<file path="src/rtl/arb_pkg.sv">
// Shared definitions for the unified-memory port arbiter.
//   - state_e  : arbiter FSM states (IDLE, XFER, RESP)
//   - SZ_*     : data access size codes as presented on dm_size
//   - owner_e  : which requester currently owns the RAM port
//   - size_to_len : byte count of an access; the unused code 11 is a word
package arb_pkg;

    typedef enum logic [1:0] {
        IDLE = 2'd0,
        XFER = 2'd1,
        RESP = 2'd2
    } state_e;

    localparam logic [1:0] SZ_BYTE = 2'b00;
    localparam logic [1:0] SZ_HALF = 2'b01;
    localparam logic [1:0] SZ_WORD = 2'b10;

    typedef enum logic {
        OWN_IF = 1'b0,
        OWN_DM = 1'b1
    } owner_e;

    function automatic logic [2:0] size_to_len(input logic [1:0] size);
        case (size)
            SZ_BYTE: return 3'd1;
            SZ_HALF: return 3'd2;
            default: return 3'd4;
        endcase
    endfunction

endpackage

</file>
<file path="src/rtl/byte_sequencer.sv">
// Byte-serial datapath for one RAM access.
// Latches base address, length and write data on load_i, then walks the
// access one byte per step_i, most significant byte first (big-endian).
//   clk_i, rst_i  : clock, synchronous active-high reset
//   load_i        : start a new access (addr_i, wdata_i, len_i captured)
//   step_i        : current byte is on the RAM bus this cycle
//   ram_rdata_i   : RAM read byte for the address currently presented
//   last_o        : the byte on the bus is the final one of the access
//   rdata_o       : assembled read value including the current byte
//   ram_addr_o    : registered RAM byte address (wraps modulo 2^ADDR_W)
//   ram_wdata_o   : registered RAM write byte
module byte_sequencer
    import arb_pkg::*;
#(
    parameter int ADDR_W = 8
) (
    input  logic              clk_i,
    input  logic              rst_i,
    input  logic              load_i,
    input  logic              step_i,
    input  logic [ADDR_W-1:0] addr_i,
    input  logic [31:0]       wdata_i,
    input  logic [2:0]        len_i,
    input  logic [7:0]        ram_rdata_i,
    output logic              last_o,
    output logic [31:0]       rdata_o,
    output logic [ADDR_W-1:0] ram_addr_o,
    output logic [7:0]        ram_wdata_o
);

    logic [1:0]        cnt_q;
    logic [ADDR_W-1:0] base_q;
    logic [2:0]        len_q;
    logic [31:0]       wdata_q;
    logic [31:0]       shift_q;
    logic [ADDR_W-1:0] ram_addr_q;
    logic [7:0]        ram_wdata_q;

    logic [1:0] cnt_d;
    logic [1:0] ld_idx;
    logic [1:0] nxt_idx;

    function automatic logic [7:0] sel_byte(input logic [31:0] w, input logic [1:0] idx);
        return w[8*idx +: 8];
    endfunction

    always_comb begin
        cnt_d   = cnt_q + 2'd1;
        // Byte k of an L-byte access comes from wdata[8*(L-1-k) +: 8].
        ld_idx  = 2'(len_i - 3'd1);
        nxt_idx = 2'(len_q - 3'd2 - {1'b0, cnt_q});
        last_o  = ({1'b0, cnt_q} == (len_q - 3'd1));
        // shift_q is zeroed on load, so short reads come out zero-extended.
        rdata_o = {shift_q[23:0], ram_rdata_i};
    end

    always_ff @(posedge clk_i) begin
        if (rst_i) begin
            cnt_q       <= 2'd0;
            ram_addr_q  <= '0;
            ram_wdata_q <= 8'd0;
        end else if (load_i) begin
            cnt_q       <= 2'd0;
            ram_addr_q  <= addr_i;
            ram_wdata_q <= sel_byte(wdata_i, ld_idx);
        end else if (step_i && !last_o) begin
            cnt_q       <= cnt_d;
            ram_addr_q  <= base_q + ADDR_W'(cnt_d);
            ram_wdata_q <= sel_byte(wdata_q, nxt_idx);
        end
    end

    always_ff @(posedge clk_i) begin
        if (load_i) begin
            base_q  <= addr_i;
            len_q   <= len_i;
            wdata_q <= wdata_i;
            shift_q <= 32'd0;
        end else if (step_i) begin
            shift_q <= rdata_o;
        end
    end

    assign ram_addr_o  = ram_addr_q;
    assign ram_wdata_o = ram_wdata_q;

endmodule

</file>
<file path="src/rtl/mem_port_arbiter.sv">
// Shares one single-port byte RAM between instruction fetch (IF) and data
// access (DM). One requester is granted at a time; each 8/16/32-bit access
// runs as consecutive big-endian byte cycles, then a one-cycle done pulse.
//   CLK, CLR              : clock, synchronous active-high reset
//   if_req/if_addr        : fetch request (always a word) and byte address
//   if_rdata/if_done      : fetched word and its completion pulse
//   dm_req/dm_rw/dm_size  : data request, 1 = write, 00/01/10(11) = B/H/W
//   dm_addr/dm_wdata      : data byte address, right-aligned write data
//   dm_rdata/dm_done      : right-aligned zero-extended read data, pulse
//   ram_*                 : RAM port (combinational read, write on ram_rw)
//   stall_if/stall_mem    : requester waiting or being served
module mem_port_arbiter
    import arb_pkg::*;
#(
    parameter int ADDR_W     = 8,
    parameter int MAX_DM_RUN = 2
) (
    input  logic              CLK,
    input  logic              CLR,
    input  logic              if_req,
    input  logic [ADDR_W-1:0] if_addr,
    output logic [31:0]       if_rdata,
    output logic              if_done,
    input  logic              dm_req,
    input  logic              dm_rw,
    input  logic [1:0]        dm_size,
    input  logic [ADDR_W-1:0] dm_addr,
    input  logic [31:0]       dm_wdata,
    output logic [31:0]       dm_rdata,
    output logic              dm_done,
    output logic              ram_en,
    output logic              ram_rw,
    output logic [ADDR_W-1:0] ram_addr,
    output logic [7:0]        ram_wdata,
    input  logic [7:0]        ram_rdata,
    output logic              stall_if,
    output logic              stall_mem
);

    localparam int RUN_W = (MAX_DM_RUN < 2) ? 1 : $clog2(MAX_DM_RUN + 1);
    localparam logic [RUN_W-1:0] RUN_MAX = RUN_W'(MAX_DM_RUN);

    state_e           state_q;
    owner_e           owner_q;
    logic [RUN_W-1:0] run_cnt_q;
    logic [RUN_W-1:0] run_cnt_d;
    logic             if_done_q;
    logic             dm_done_q;
    logic [31:0]      if_rdata_q;
    logic [31:0]      dm_rdata_q;
    logic             ram_en_q;
    logic             ram_rw_q;

    logic              grant_dm;
    logic              grant_if;
    logic              seq_load;
    logic              seq_step;
    logic              seq_last;
    logic [ADDR_W-1:0] seq_addr;
    logic [2:0]        seq_len;
    logic [31:0]       seq_rdata;

    always_comb begin
        // DM normally wins; IF takes the port once DM has had MAX_DM_RUN
        // grants in a row while IF was waiting.
        grant_dm  = dm_req && !(if_req && (run_cnt_q == RUN_MAX));
        grant_if  = if_req && !grant_dm;
        seq_load  = (state_q == IDLE) && (grant_dm || grant_if);
        seq_step  = (state_q == XFER);
        seq_addr  = grant_dm ? dm_addr : if_addr;
        seq_len   = grant_dm ? size_to_len(dm_size) : 3'd4;
        run_cnt_d = run_cnt_q;
        if (grant_if || !if_req) begin
            run_cnt_d = '0;
        end else if (run_cnt_q != RUN_MAX) begin
            run_cnt_d = run_cnt_q + 1'b1;
        end
    end

    byte_sequencer #(
        .ADDR_W (ADDR_W)
    ) u_seq (
        .clk_i       (CLK),
        .rst_i       (CLR),
        .load_i      (seq_load),
        .step_i      (seq_step),
        .addr_i      (seq_addr),
        .wdata_i     (dm_wdata),
        .len_i       (seq_len),
        .ram_rdata_i (ram_rdata),
        .last_o      (seq_last),
        .rdata_o     (seq_rdata),
        .ram_addr_o  (ram_addr),
        .ram_wdata_o (ram_wdata)
    );

    always_ff @(posedge CLK) begin
        if (CLR) begin
            state_q    <= IDLE;
            owner_q    <= OWN_IF;
            run_cnt_q  <= '0;
            if_done_q  <= 1'b0;
            dm_done_q  <= 1'b0;
            if_rdata_q <= 32'd0;
            dm_rdata_q <= 32'd0;
            ram_en_q   <= 1'b0;
            ram_rw_q   <= 1'b0;
        end else begin
            case (state_q)
                IDLE: begin
                    if (seq_load) begin
                        state_q   <= XFER;
                        owner_q   <= grant_dm ? OWN_DM : OWN_IF;
                        run_cnt_q <= run_cnt_d;
                        ram_en_q  <= 1'b1;
                        ram_rw_q  <= grant_dm && dm_rw;
                    end
                end
                XFER: begin
                    // Done and read data are registered here so they appear
                    // together during the RESP cycle.
                    if (seq_last) begin
                        state_q  <= RESP;
                        ram_en_q <= 1'b0;
                        ram_rw_q <= 1'b0;
                        if (owner_q == OWN_DM) begin
                            dm_done_q <= 1'b1;
                            if (!ram_rw_q) begin
                                dm_rdata_q <= seq_rdata;
                            end
                        end else begin
                            if_done_q  <= 1'b1;
                            if_rdata_q <= seq_rdata;
                        end
                    end
                end
                RESP: begin
                    state_q   <= IDLE;
                    if_done_q <= 1'b0;
                    dm_done_q <= 1'b0;
                end
                default: state_q <= IDLE;
            endcase
        end
    end

    assign if_done   = if_done_q;
    assign dm_done   = dm_done_q;
    assign if_rdata  = if_rdata_q;
    assign dm_rdata  = dm_rdata_q;
    assign ram_en    = ram_en_q;
    assign ram_rw    = ram_rw_q;
    assign stall_if  = if_req & ~if_done_q;
    assign stall_mem = dm_req & ~dm_done_q;

endmodule

</file>
<file path="config.mk">
export PLATFORM = sky130hd
export DESIGN_NAME = mem_port_arbiter
export DESIGN_NICKNAME = d
export VERILOG_FILES = /design/src/rtl/arb_pkg.sv /design/src/rtl/byte_sequencer.sv /design/src/rtl/mem_port_arbiter.sv
export SDC_FILE = /design/constraint.sdc
export NUM_CORES = 1
export LEC_CHECK = 0
export ABC_AREA = 1
export CAP_MARGIN = 10
export CORE_MARGIN = 5
export CORE_UTILIZATION = 28
export CTS_CLUSTER_DIAMETER = 80
export DETAILED_ROUTE_END_ITERATION = 7
export GPL_TIMING_DRIVEN = 0
export SLEW_MARGIN = 5
export SYNTH_ARGS = -nofsm -noshare
export SYNTH_HDL_FRONTEND = slang
export SYNTH_SLANG_ARGS = --single-unit
</file>
<file path="constraint.sdc">
create_clock -name CLK -period 3.6 [get_ports CLK]
set_input_delay 0.9 -clock CLK [delete_from_list [all_inputs] [get_ports CLK]]
set_output_delay 0.9 -clock CLK [all_outputs]
set_load 0.005 [all_outputs]
</file>
== Word level (Yosys, flattened, before mapping) ==
Index checks and enable logic that the tools add are counted.
Word-level totals
  input port bits: 63
  flip-flop bits (word level): 158
  word-level logic and storage cells: 92
Operators by class
  $add $sub $neg: 7
  reduce and logical (&&, ||, !) cells: 27
  mux-type cells: 24
  bitwise logic cells: 6
  equal/unequal tests: 10
  shift operators: 2
Operators with widths (count)
  variable part select 32 x 6 -> 8 bit: 2
  2-to-1 mux 8 bit: 5
  AND reduction 3 bit: 5
  inequality test 2 bit, second input constant: 5
  adder 8 x 2 -> 8 bit: 1
  2-to-1 mux 1 bit: 8
  2-to-1 mux 2 bit: 4
  case mux 1 bit (2 select lines): 4
  nonzero test 2 bit: 4
  logical AND 1 bit: 6
  case mux 3 bit (2 select lines): 1
  adder 2 x 1 -> 2 bit, second input constant: 2
  == test 2 x 1 -> 1 bit, second input constant: 2
  == test 2 bit, second input constant: 2
  zero test 1 bit: 4
  zero test 2 bit: 2
  inverter 1 bit: 4
  case mux 2 bit (2 select lines): 1
  AND reduction 2 bit: 2
  AND reduction 4 bit: 1
  == test 2 x 3 -> 1 bit: 1
  2-to-1 mux 3 bit: 1
  subtractor 3 x 1 -> 3 bit, second input constant: 1
  bitwise AND 1 bit: 2
  other kinds (5): 6

== Longest topological paths before layout ==
  word-level depth: 10
  depth in mapped cells: 13

== By module ==
Synthesis repeated with hierarchy kept, for this count alone.
Unflattened totals
  cell total of the unflattened synthesis: 896
  area, all modules: 6806.5 µm²
By module, submodules not included
  byte_sequencer: seq. area each 2132.0 µm², area each 3774.9 µm², cells an instance 437, times used 1
  mem_port_arbiter: seq. area each 1461.4 µm², area each 3031.7 µm², cells an instance 459, times used 1

== Least setup slack after synthesis ==
OpenSTA, ideal clock, no wires.
  path type: input-to-reg
  start: input if_req
  end: register u_seq.ram_addr_q[2], in the netlist u_seq.ram_addr_o[2]
  arrival time: 2287 ps
  setup slack: 1238 ps
  data required time: 3525 ps
  path buffers: 1
  stages on the path: 7
  path through: inv_1 -> nand2_1 -> nand3_1 -> inv_1 -> buf_2 -> o211ai_1 -> a31oi_1
Between the ends
  longest elaborated chain between the ends: 8
Ends and longest elaborated chain
  start: declaration: line mem_port_arbiter.sv:20  | input logic if_req,
  logical AND 1 bit: line mem_port_arbiter.sv:66  | grant_dm = dm_req && !(if_req && (run_cnt_q == RUN_MAX));
  zero test 1 bit: line mem_port_arbiter.sv:66
  logical AND 1 bit: line mem_port_arbiter.sv:66
  zero test 1 bit: line mem_port_arbiter.sv:67  | grant_if = if_req && !grant_dm;
  logical AND 1 bit: line mem_port_arbiter.sv:67
  logical OR 1 bit *: line mem_port_arbiter.sv:68  | seq_load = (state_q == IDLE) && (grant_dm || grant_if);
  logical AND 1 bit *: line mem_port_arbiter.sv:68
  named net seq_load: line mem_port_arbiter.sv:56  | logic seq_load;
  2-to-1 mux 8 bit or nonzero test 2 bit (tied branches)
  end signal: assignment: line byte_sequencer.sv:64  | ram_addr_q <= addr_i;
  end signal: assignment: line byte_sequencer.sv:68  | ram_addr_q <= base_q + ADDR_W'(cnt_d);
  end: declaration: line byte_sequencer.sv:36  | logic [ADDR_W-1:0] ram_addr_q;
Mark *: on every way through the listed nets, which the timed path passes. The rest lies on a longest branch.
A chain may end at the register's enable or synchronous reset.

== Final worst setup path ==
  start: input dm_req
  end: register u_seq.ram_addr_q[1], in the netlist u_seq.ram_addr_o[1]
Between the ends
  longest elaborated chain between the ends: 6
Ends and longest elaborated chain
  start: declaration: line mem_port_arbiter.sv:24  | input logic dm_req,
  logical AND 1 bit *: line mem_port_arbiter.sv:66
  zero test 1 bit: line mem_port_arbiter.sv:67
  logical AND 1 bit: line mem_port_arbiter.sv:67
  logical OR 1 bit *: line mem_port_arbiter.sv:68
  logical AND 1 bit *: line mem_port_arbiter.sv:68
  named net seq_load: line mem_port_arbiter.sv:56
  2-to-1 mux 8 bit or nonzero test 2 bit (tied branches)
Marks and branches as above.

==> reports/qor.yml <==
global_routing:
  grt_max_degree: 53
  grt_pass1_wl_mm: 30.5
  grt_pass1_vias: 5543
  antenna_found_initial: 0
  overflow: 0
  grt_usage_pct: 15.1
synth:
  synth_area_um2: 6360
  synthArstFlopShare_pct: 0
  seq_area_frac_synth_pct: 56.5
  synth-warning-count: 0
  synthDistinctLibCells: 37
  yosys.cell_count.top_type: "nand2_1"
  synth_top_area_cell: "dfxtp_1"
  synth_seq_cells: 158
  syn_area_per_cell_um2: 8.64
  synth.top_cell.area_share_pct: 36.2
  synth.net_count: 805
  synthCells: 736
  synthTopCellsByCount: "nand2_1, dfxtp_1, a21oi_1"
  netlist_top_cells_area: "dfxtp_1, edfxtp_1, nand2_1, a21oi_1, o21ai_0"
  synth_edf_count: 43
  synth_ff_type: "dfxtp_1"
detailed_routing:
  first_iter_violations: 378
  wirelength_mm: 19.2
  avgViaCountPerCell: 4.58
  first_pass_iters: 5
  drc: 0
  vias: 5496
  detail-route-antenna-nets: 0
  routedWlPerCell_um: 16.0
clock_tree:
  ctsResizeCount: 0
  cts_made_buffers: 17
  clkLatencyLatePin_ns: 0.44
  root_buffer: "clkbuf_16"
  cts.sinks: 158
  cts_tree: "done"
  clk_pin_slew_ns: 0.07
  ctsHoldBuffers: 0
  cts_setup_buffers: 0
  clk_path_buf_depth: 2
  htreeDepth: 4
setup_path:
  crit_path_start: "dm_req"
  r2r_end: "u_seq.ram_addr_o[1]"
  crit-reg2reg-launch: "state_q[1]"
  worstPathRequired_ns: 3.95
  crit_top_cell: "inv_1"
  critPathBufInv: 4
  crit_slowest_cell: "buf_2"
  critPathMaxStageDelay_ns: 0.97
  crit_type: "input port to register"
  crit_arrival_ns: 3.41
  cp_top_family: "buffers and inverters"
  reg2reg_slack_ns: 1.22
  cp-start-kind: "input port"
  end_kind: "register"
  crit_fanout: 52
  crit_chain: "clkdlybuf4s50_1 -> inv_1 -> nand2_1 -> nand3_1 -> inv_1 -> buf_2 -> o211ai_1 -> a31oi_1"
  critical_path_depth: 8
  r2r_cells: 7
  endpoint: "u_seq.ram_addr_o[1]"
timing:
  timing.final.crit_share_pct: 85.1
  finalHoldViolCount: 0
  setup_ws_ns: 0.536
  max_freq_mhz: 326
  finClkSkew_ns: 0.0143
  final-setup-viol-count: 0
  relSlewSlack_pct: 19.7
  tightest_slew_ns: 1.20
  period_needed_ns: 3.06
  grt_setup_unrepaired: "no"
  tns_ns: 0
  finalMaxSlewViolations: 0
power_and_ir_drop:
  ir_worst_vdd_mv: 0.286
  power_density_nw_per_um2: 559
  power_w: 0.00492
  leakage_nw: 3.30
run:
  maxCapViolations: 0
place:
  place_congestion: 0.810
  dpl_cell_area_um2: 8200
  io_buffers: 148
  post-place-ws_ns: 0.0829
  dp.final_hpwl_mm: 13.8
die:
  std_cell_rows: 55
  dieArea_um2: 25800
  num_io_pins: 149
  coreArea_um2: 22500
  die_w_um: 161
  die_h_um: 161
  initial_utilization_pct: 28.3
cells_and_area:
  area_growth_pct: 38.3
  post-route-util_pct: 39.1
  finalInstanceArea_um2: 8790
  fin_nets: 972
  diodes: 0
  drive_gt1_share_pct: 7.10
hold_path:
  min_path_type: "register to register"
run_status:
  status: "complete, no violations"
## placed cells by master (no fill, tap or decap), types with 8 or more instances in the layout
master / count
clkdlybuf4s50_1: 148
nand2_1: 140
dfxtp_1: 115
a21oi_1: 78
inv_1: 76
o21ai_0: 73
nor2_1: 49
edfxtp_1: 43
nand3_1: 40
o21ai_1: 23
clkbuf_1: 20
clkbuf_16: 17
o22ai_1: 9
buf_6: 8
## state kept, by name, summed over array words and instances (netlist names)
| register | flops |
|---|---|
| state_q | 2 |
| u_seq.len_q | 3 |
| u_seq.ram_addr_o | 8 |
| if_done | 1 |
| run_cnt_q | 2 |
| u_seq.wdata_q | 32 |
| u_seq.cnt_q | 2 |
| owner_q | 1 |
| ram_rw | 1 |
| u_seq.base_q | 8 |
| dm_rdata | 32 |
| dm_done | 1 |
| u_seq.shift_q | 24 |
| ram_en | 1 |
| if_rdata | 32 |
| u_seq.ram_wdata_o | 8 |
## cell families after synthesis
family                   Yosys count  synth area share (%)
AND/OR/NAND/NOR                  247                  16.8
AO/OA/AOI/OAI                    198                  16.3
XOR/XNOR                           6                 0.826
adder cells (fa/ha/maj)            6                  1.30
buffers and inverters            121                  8.26
flip-flops                       158                  56.5
## worst register-to-register path, stage by stage (launching register included)
cell	delay, ns
dfxtp_1	0.32
inv_2	0.04
nand2_1	0.12
nand3_1	0.11
inv_1	0.27
buf_2	0.97
o211ai_1	0.25
a31oi_1	0.22
## report_power, final
group | leakage, nW | switching (W) | internal [W] | total [W]
Clock | 0.298 | 0.000825 | 0.00102 | 0.00185
Combinational | 1.65 | 0.000556 | 0.000391 | 0.000947
Sequential | 1.35 | 0.0000968 | 0.00203 | 0.00212
Total | 3.30 | 0.00148 | 0.00344 | 0.00492
## metrics by stage
stage / instances / hold WS [ns]
finish: 1201 / 0.445
global route: 1201 / 0.468
CTS: 1201 / 0.448
detailed placement: 1169 / 0.438
global placement: 1169 / 0.432
floorplan: 736 / 0.434
## metal layers
layer / part of all wire, % / track usage [%] / routed length, um
met5: 0 / 0 / 0
met4: 1.5 / 4.42 / 280
met3: 6.1 / 4.59 / 1170
met2: 44 / 23.1 / 8500
met1: 48 / 20.5 / 9220
## worst min path at each step
stage | start | to | slack, ns | cells after the start
6_report | if_rdata[19] | if_rdata[19] | 0.44 | 2
3_3_place_gp | if_rdata[7] | if_rdata[7] | 0.43 | 2
3_5_place_dp | if_rdata[29] | if_rdata[29] | 0.44 | 2
5_1_grt | if_rdata[23] | if_rdata[23] | 0.47 | 2
2_1_floorplan | owner_q | dm_done | 0.43 | 2
4_1_cts | if_rdata[29] | if_rdata[29] | 0.45 | 2
## layout make-up
class,count,area [um2]
fillers,2279,13700
repair buffers,148,1480
clock buffers,19,453
flip-flops and latches,158,3590
well taps,285,357
clock inverters,13,143
multi-input cells,457,2240
plain buffers,39,218
inverters,82,308
No activity file was read; power rests on OpenSTA's default activity.
